<file path="config.mk">
export PLATFORM = sky130hd
export DESIGN_NAME = apb_master
export DESIGN_NICKNAME = d
export VERILOG_FILES = /design/src/rtl/apb_master.sv
export SDC_FILE = /design/constraint.sdc
export NUM_CORES = 1
export LEC_CHECK = 0
export CORE_MARGIN = 2
export CORE_UTILIZATION = 40
export DETAILED_ROUTE_END_ITERATION = 16
export GPL_ROUTABILITY_DRIVEN = 0
export HOLD_SLACK_MARGIN = 0.02
export PLACE_DENSITY_LB_ADDON = 0.3
export SLEW_MARGIN = 15
export SYNTH_ARGS = -nofsm -noshare
export SYNTH_HDL_FRONTEND = slang
export SYNTH_SLANG_ARGS = --single-unit
</file>
<file path="constraint.sdc">
create_clock -name pclk -period 1.9 [get_ports pclk]
set_input_delay 0.475 -clock pclk [delete_from_list [all_inputs] [get_ports pclk]]
set_output_delay 0.475 -clock pclk [all_outputs]
set_load 0.01 [all_outputs]
</file>
<file path="src/rtl/apb_master.sv">
// ============================================================================
// apb_master : valid/ready command to single APB transfer, held response.
// Optional abort on ACCESS timeout when APB_MASTER_TIMEOUT_EN is defined.
// Revision  : 1.0
// ============================================================================
`default_nettype none

module apb_master #(
  parameter int PADDR_WIDTH    = 16,
  parameter int DATA_WIDTH     = 32,
  parameter int TIMEOUT_CYCLES = 256
) (
  input  logic                    pclk,
  input  logic                    presetn,
  input  logic                    cmd_valid,
  output logic                    cmd_ready,
  input  logic                    cmd_write,
  input  logic [PADDR_WIDTH-1:0]  cmd_addr,
  input  logic [DATA_WIDTH-1:0]   cmd_wdata,
  input  logic [DATA_WIDTH/8-1:0] cmd_strb,
  output logic                    rsp_valid,
  input  logic                    rsp_ready,
  output logic [DATA_WIDTH-1:0]   rsp_rdata,
  output logic                    rsp_err,
  output logic [PADDR_WIDTH-1:0]  paddr,
  output logic                    psel,
  output logic                    penable,
  output logic                    pwrite,
  output logic [DATA_WIDTH-1:0]   pwdata,
  output logic [DATA_WIDTH/8-1:0] pstrb,
  input  logic                    pready,
  input  logic [DATA_WIDTH-1:0]   prdata
);

  localparam int STRB_WIDTH = DATA_WIDTH / 8;

  if ((DATA_WIDTH % 8) != 0) begin : g_bad_data_width
    $error("apb_master: DATA_WIDTH must be a multiple of 8");
  end
  if (TIMEOUT_CYCLES < 1) begin : g_bad_timeout
    $error("apb_master: TIMEOUT_CYCLES must be at least 1");
  end

  typedef enum logic [1:0] {
    ST_IDLE   = 2'd0,
    ST_SETUP  = 2'd1,
    ST_ACCESS = 2'd2,
    ST_RESP   = 2'd3
  } state_e;

  state_e                  state_q;
  logic                    psel_q;
  logic                    penable_q;
  logic                    pwrite_q;
  logic [PADDR_WIDTH-1:0]  paddr_q;
  logic [DATA_WIDTH-1:0]   pwdata_q;
  logic [STRB_WIDTH-1:0]   pstrb_q;
  logic                    rsp_valid_q;
  logic [DATA_WIDTH-1:0]   rsp_rdata_q;

`ifdef APB_MASTER_TIMEOUT_EN
  localparam int TMO_W = $clog2(TIMEOUT_CYCLES + 1);
  logic [TMO_W-1:0] tmo_cnt_q;
  logic             rsp_err_q;
  logic             tmo_hit;

  // Counter holds the number of wait cycles already spent in ACCESS.
  assign tmo_hit = (tmo_cnt_q == TMO_W'(TIMEOUT_CYCLES - 1));
  assign rsp_err = rsp_err_q;
`else
  assign rsp_err = 1'b0;
`endif

  always_ff @(posedge pclk or negedge presetn) begin
    if (!presetn) begin
      state_q     <= ST_IDLE;
      psel_q      <= 1'b0;
      penable_q   <= 1'b0;
      pwrite_q    <= 1'b0;
      paddr_q     <= '0;
      pwdata_q    <= '0;
      pstrb_q     <= '0;
      rsp_valid_q <= 1'b0;
      rsp_rdata_q <= '0;
`ifdef APB_MASTER_TIMEOUT_EN
      tmo_cnt_q   <= '0;
      rsp_err_q   <= 1'b0;
`endif
    end else begin
      case (state_q)
        ST_IDLE: begin
          if (cmd_valid) begin
            state_q  <= ST_SETUP;
            psel_q   <= 1'b1;
            paddr_q  <= cmd_addr;
            pwrite_q <= cmd_write;
            if (cmd_write) begin
              pwdata_q <= cmd_wdata;
              pstrb_q  <= cmd_strb;
            end else begin
              pstrb_q  <= '0;
            end
          end
        end
        ST_SETUP: begin
          state_q   <= ST_ACCESS;
          penable_q <= 1'b1;
`ifdef APB_MASTER_TIMEOUT_EN
          tmo_cnt_q <= '0;
`endif
        end
        ST_ACCESS: begin
          // pready takes priority over a timeout landing on the same cycle.
          if (pready) begin
            state_q     <= ST_RESP;
            psel_q      <= 1'b0;
            penable_q   <= 1'b0;
            rsp_valid_q <= 1'b1;
            rsp_rdata_q <= pwrite_q ? '0 : prdata;
`ifdef APB_MASTER_TIMEOUT_EN
            rsp_err_q   <= 1'b0;
          end else if (tmo_hit) begin
            state_q     <= ST_RESP;
            psel_q      <= 1'b0;
            penable_q   <= 1'b0;
            rsp_valid_q <= 1'b1;
            rsp_rdata_q <= '0;
            rsp_err_q   <= 1'b1;
          end else begin
            tmo_cnt_q   <= tmo_cnt_q + TMO_W'(1);
`endif
          end
        end
        ST_RESP: begin
          if (rsp_ready) begin
            state_q     <= ST_IDLE;
            rsp_valid_q <= 1'b0;
          end
        end
        default: state_q <= ST_IDLE;
      endcase
    end
  end

  // Gated by presetn so the command channel stays closed while in reset.
  assign cmd_ready = (state_q == ST_IDLE) && presetn;
  assign rsp_valid = rsp_valid_q;
  assign rsp_rdata = rsp_rdata_q;
  assign paddr     = paddr_q;
  assign psel      = psel_q;
  assign penable   = penable_q;
  assign pwrite    = pwrite_q;
  assign pwdata    = pwdata_q;
  assign pstrb     = pstrb_q;

endmodule

`default_nettype wire

</file>
---- Yosys cells after proc, flatten, opt, wreduce, memory -nomap -nowiden ----
Cells that the tools add are included.
cells by class
  muxes and demuxes ....................... 13
  equality and inequality tests ........... 6
  reductions and logical operators ........ 12
operators by type and width
  cell                count
  $mux 32             1
  $reduce_and 3->1    4
  $pmux 2 s4          1
  $mux 2              3
  $ne 2x2->1 const B  3
  $pmux 1 s2          3
  $reduce_and 2->1    3
  $reduce_bool 2->1   3
  $eq 2x2->1 const B  2
  $mux 1              4
  $mux 4              1
  $eq 2x1->1 const B  1
  $logic_not 2->1     1
  $logic_and 1x1->1   1
storage, ports and cells
  output and inout bits ................... 90
  register bits after elaboration ......... 90

---- Logic depth before layout (Yosys ltp) ----
  depth after elaboration ................. 3
  gate-level depth with buffers ........... 7

---- Least setup slack after synthesis ----
No wires, ideal clock.
  path kind ............................... register -> register
  from .................................... reg state_q[0]
  to ...................................... reg state_q[1]
  clock period less this slack ............ 1.484 ns
  data required time ...................... 1.775 ns
  slack ................................... 0.416 ns
  setup time .............................. 0.125 ns
  data arrival time ....................... 1.358 ns
  cell stages (with the launch flop) ...... 6
  cell sequence ........................... dfrtp_1 > inv_1 > ha_1 > inv_2 > o221a_1 > mux2_4
between the ends
  longest elaborated chain between the ends .. 3
  elaborated cells between the ends (all ways) .. 9
  those cells by class .................... eq/ne (6); mux (1); reduce/logical (2)
RTL lines
  item                                           RTL line  RTL
  from (decl)                                    51        state_e state_q;
  from (signal assigned)                         76        state_q <= ST_IDLE;
  from (signal assigned)                         93        state_q <= ST_SETUP;
  from (signal assigned)                         106       state_q <= ST_ACCESS;
  $eq 2x2->1 or $logic_not 2->1 (tied branches)  90        case (state_q)
  $ne 2x2->1 (no line)                           --
  $reduce_and 3->1 (no line)                     --
Several ways; a longest one is shown, not always the timed one.
A chain may end at the register's enable or synchronous reset.

---- Worst setup path in the final report ----
  from .................................... reg state_q[1]
  to ...................................... out cmd_ready
between the ends
  longest elaborated chain between the ends .. 2
RTL lines
  item               RTL line  RTL
  $logic_not 2->1    146       assign cmd_ready = (state_q == ST_IDLE) && presetn;
  $logic_and 1x1->1  146
  to (decl)          16        output logic cmd_ready,
Every way passes these cells.

==> results.json <==
{
  "cts-root-buf": "clkbuf_8",
  "final_nets": 634,
  "crit_type": "flip-flop to output port",
  "maxSlewViolCount": 0,
  "grt_pass1_wl_mm": 15.0,
  "syn_inst": 356,
  "whs_ns": 0.209,
  "rows": 35,
  "synthArstFlopShare_pct": 100,
  "antennaDiodeCount": 0,
  "cts_hold_buf": 0,
  "grt_overflow": 0,
  "hold_class": "input pin to asynchronous set/reset pin",
  "synth_common_cells": "132 x nand2_1, 90 x dfrtp_1, 34 x nand2b_1",
  "yosysSeqAreaShare_pct": 60.5,
  "synth_cell_types": 30,
  "dieHeight_um": 100,
  "hpwlAfterDp_mm": 6.71,
  "yosysTopAreaCellShare_pct": 60.5,
  "placedCellCount": 637,
  "ir_drop_uv": 680,
  "cpPeakStageDelay_ns": 0.39,
  "synthesis.area_um2": 3720,
  "portBuffers": 178,
  "cts_max_level": 3,
  "initialDrtViolationCount": 91,
  "drive_gt1_share_pct": 9.39,
  "tritoncts": "done",
  "synth-main-ff-cell": "dfrtp_1",
  "drc": 0,
  "setup_viol": 0,
  "insertion_delay_ns": 0.36,
  "cts_buffer_depth": 2,
  "antenna_found_initial": 0,
  "die_w_um": 100,
  "worstSetupStartpointType": "flip-flop",
  "relSlewSlack_pct": 59.9,
  "tightest_slew_ns": 0.602,
  "max-cap-violations": 0,
  "first_global_vias": 3066,
  "vias_per_cell": 4.62,
  "ant_nets": 0,
  "fmax_mhz": 549,
  "synth_area_leader_cell": "dfrtp_1",
  "synth_edf_count": 0,
  "synth_warnings": 0,
  "rsz0062_at_grt": "no",
  "power.density_nw_per_um2": 1510,
  "wl_mm": 9.25,
  "reg2reg_slack_ns": 0.28,
  "start_util_pct": 40.7,
  "coreArea_um2": 9150,
  "synth.most_common_cell": "nand2_1",
  "critPathSlowestCell": "dfrtp_1",
  "power.total_mw": 8.83,
  "grt_max_degree": 65,
  "io_pins": 180,
  "vias": 3023,
  "end_kind": "output port",
  "cts-buffers-inserted": 9,
  "period_minus_slack_ns": 1.82,
  "cts_sinks": 90,
  "finalNonFillerCells": 654,
  "leakage_nw": 2.70,
  "wl_per_cell_um": 14.1,
  "critPathMaxFanout": 3,
  "syn_nets": 452,
  "critPathRequiredTime_ns": 1.42,
  "synth.area.top_cells": "dfrtp_1 61%, nand2_1 13%, nand2b_1 5.7%",
  "drtPass1Iterations": 6,
  "crit_chain": "inv_2, ha_1, and2_1, clkdlybuf4s15_2",
  "hold_viol": 0,
  "clk_pin_slew_ns": 0.09,
  "die_area_um2": 10100,
  "synth_area_per_cell_um2": 10.5,
  "grt.total_usage_pct": 19.0,
  "worst_ep_arrival_time_ns": 1.35,
  "syn_to_final_growth_pct": 56.8,
  "worst-path-buf-inv": 2,
  "ys_ff_latch": 90,
  "status": "finished clean",
  "crit_family": "flip-flops",
  "finalCritPeriodShare_pct": 95.9,
  "fin_tns_setup_ns": 0,
  "skew_ns": 0.0115
}
==> cell type report <==
cell class	count	area (um^2)
inverters	4	15.0
fillers	762	3320
multi-input cells	243	1330
flip-flops and latches	90	2250
clock buffers	11	151
well taps	111	139
repair buffers	190	1910
clock inverters	5	37.5
==> cells in the final DEF, fill, tap and decap left out, types with 2 or more instances in the layout <==
cell type / instances
mux2_4: 11
buf_4: 10
inv_1: 2
clkbuf_8: 11
nand2_1: 132
nor2_1: 2
nand2_2: 2
mux2i_1: 2
buf_12: 3
nand2b_1: 34
clkinvlp_4: 2
ha_1: 6
a22o_1: 4
o21ai_0: 32
dfrtp_1: 90
inv_2: 2
mux2_2: 6
clkdlybuf4s50_1: 176
==> registers in the layout, summed over array words and instances (netlist names) <==
name / cells
penable: 1
paddr: 16
pwrite: 1
rsp_valid: 1
pwdata: 32
psel: 1
state_q: 2
pstrb: 4
rsp_rdata: 32
==> stage by stage <==
step	instance area (um^2)	utilization, %	setup slack, ns
floorplan	3720	-	0.416
global placement	5640	61.6	0.0844
detailed placement	5640	61.6	0.0558
CTS	5840	63.8	0.00736
global route	5840	63.8	0.00435
finish	5840	63.8	0.0774
==> power breakdown <==
group	switching (mW)	internal [mW]	total, mW
clock	0.690	0.552	1.24
sequential	0.471	2.81	3.28
combinational	1.80	2.51	4.31
==> final timing paths <==
check / from / to / depth (start not counted)
max: state_q[1] / cmd_ready / 4
max reg2reg: state_q[0] / state_q[1] / 6
min: presetn / rsp_rdata[7] / 2
min reg2reg: pwdata[20] / pwdata[20] / 2
max in group asynchronous: presetn / pwdata[15] / 3
min in group pclk: pwdata[20] / pwdata[20] / 2
==> cell families (layout without fill, tap and decap cells) <==
| kind of cell | after synthesis | count (layout) | synth area share, % |
|---|---|---|---|
| and+or+nand+nor | 174 | 174 | 20.2 |
| adders and majority gates | 6 | 6 | 2.02 |
| other | 1 | 1 | 0.101 |
| DFF | 90 | 90 | 60.5 |
| AOI/OAI and AO/OA | 43 | 43 | 6.69 |
| muxes | 19 | 19 | 6.79 |
| buffers and inverters | 23 | 210 | 3.66 |
==> metal layers <==
| layer | global-route usage, % | wire length, um | share of wire [%] |
|---|---|---|---|
| met5 | 0 | 0 | 0 |
| met4 | 6.85 | 129 | 1.4 |
| met3 | 6.80 | 953 | 10 |
| met2 | 29.0 | 4170 | 45 |
| met1 | 25.0 | 3990 | 43 |
==> timing repair <==
action                     in CTS  in global routing
cloned                          0                  0
resized for setup               3                  1
buffers inserted                1                  0
setup endpoints to repair       1                  1
Note: power is estimated with default switching activity, not from simulation.
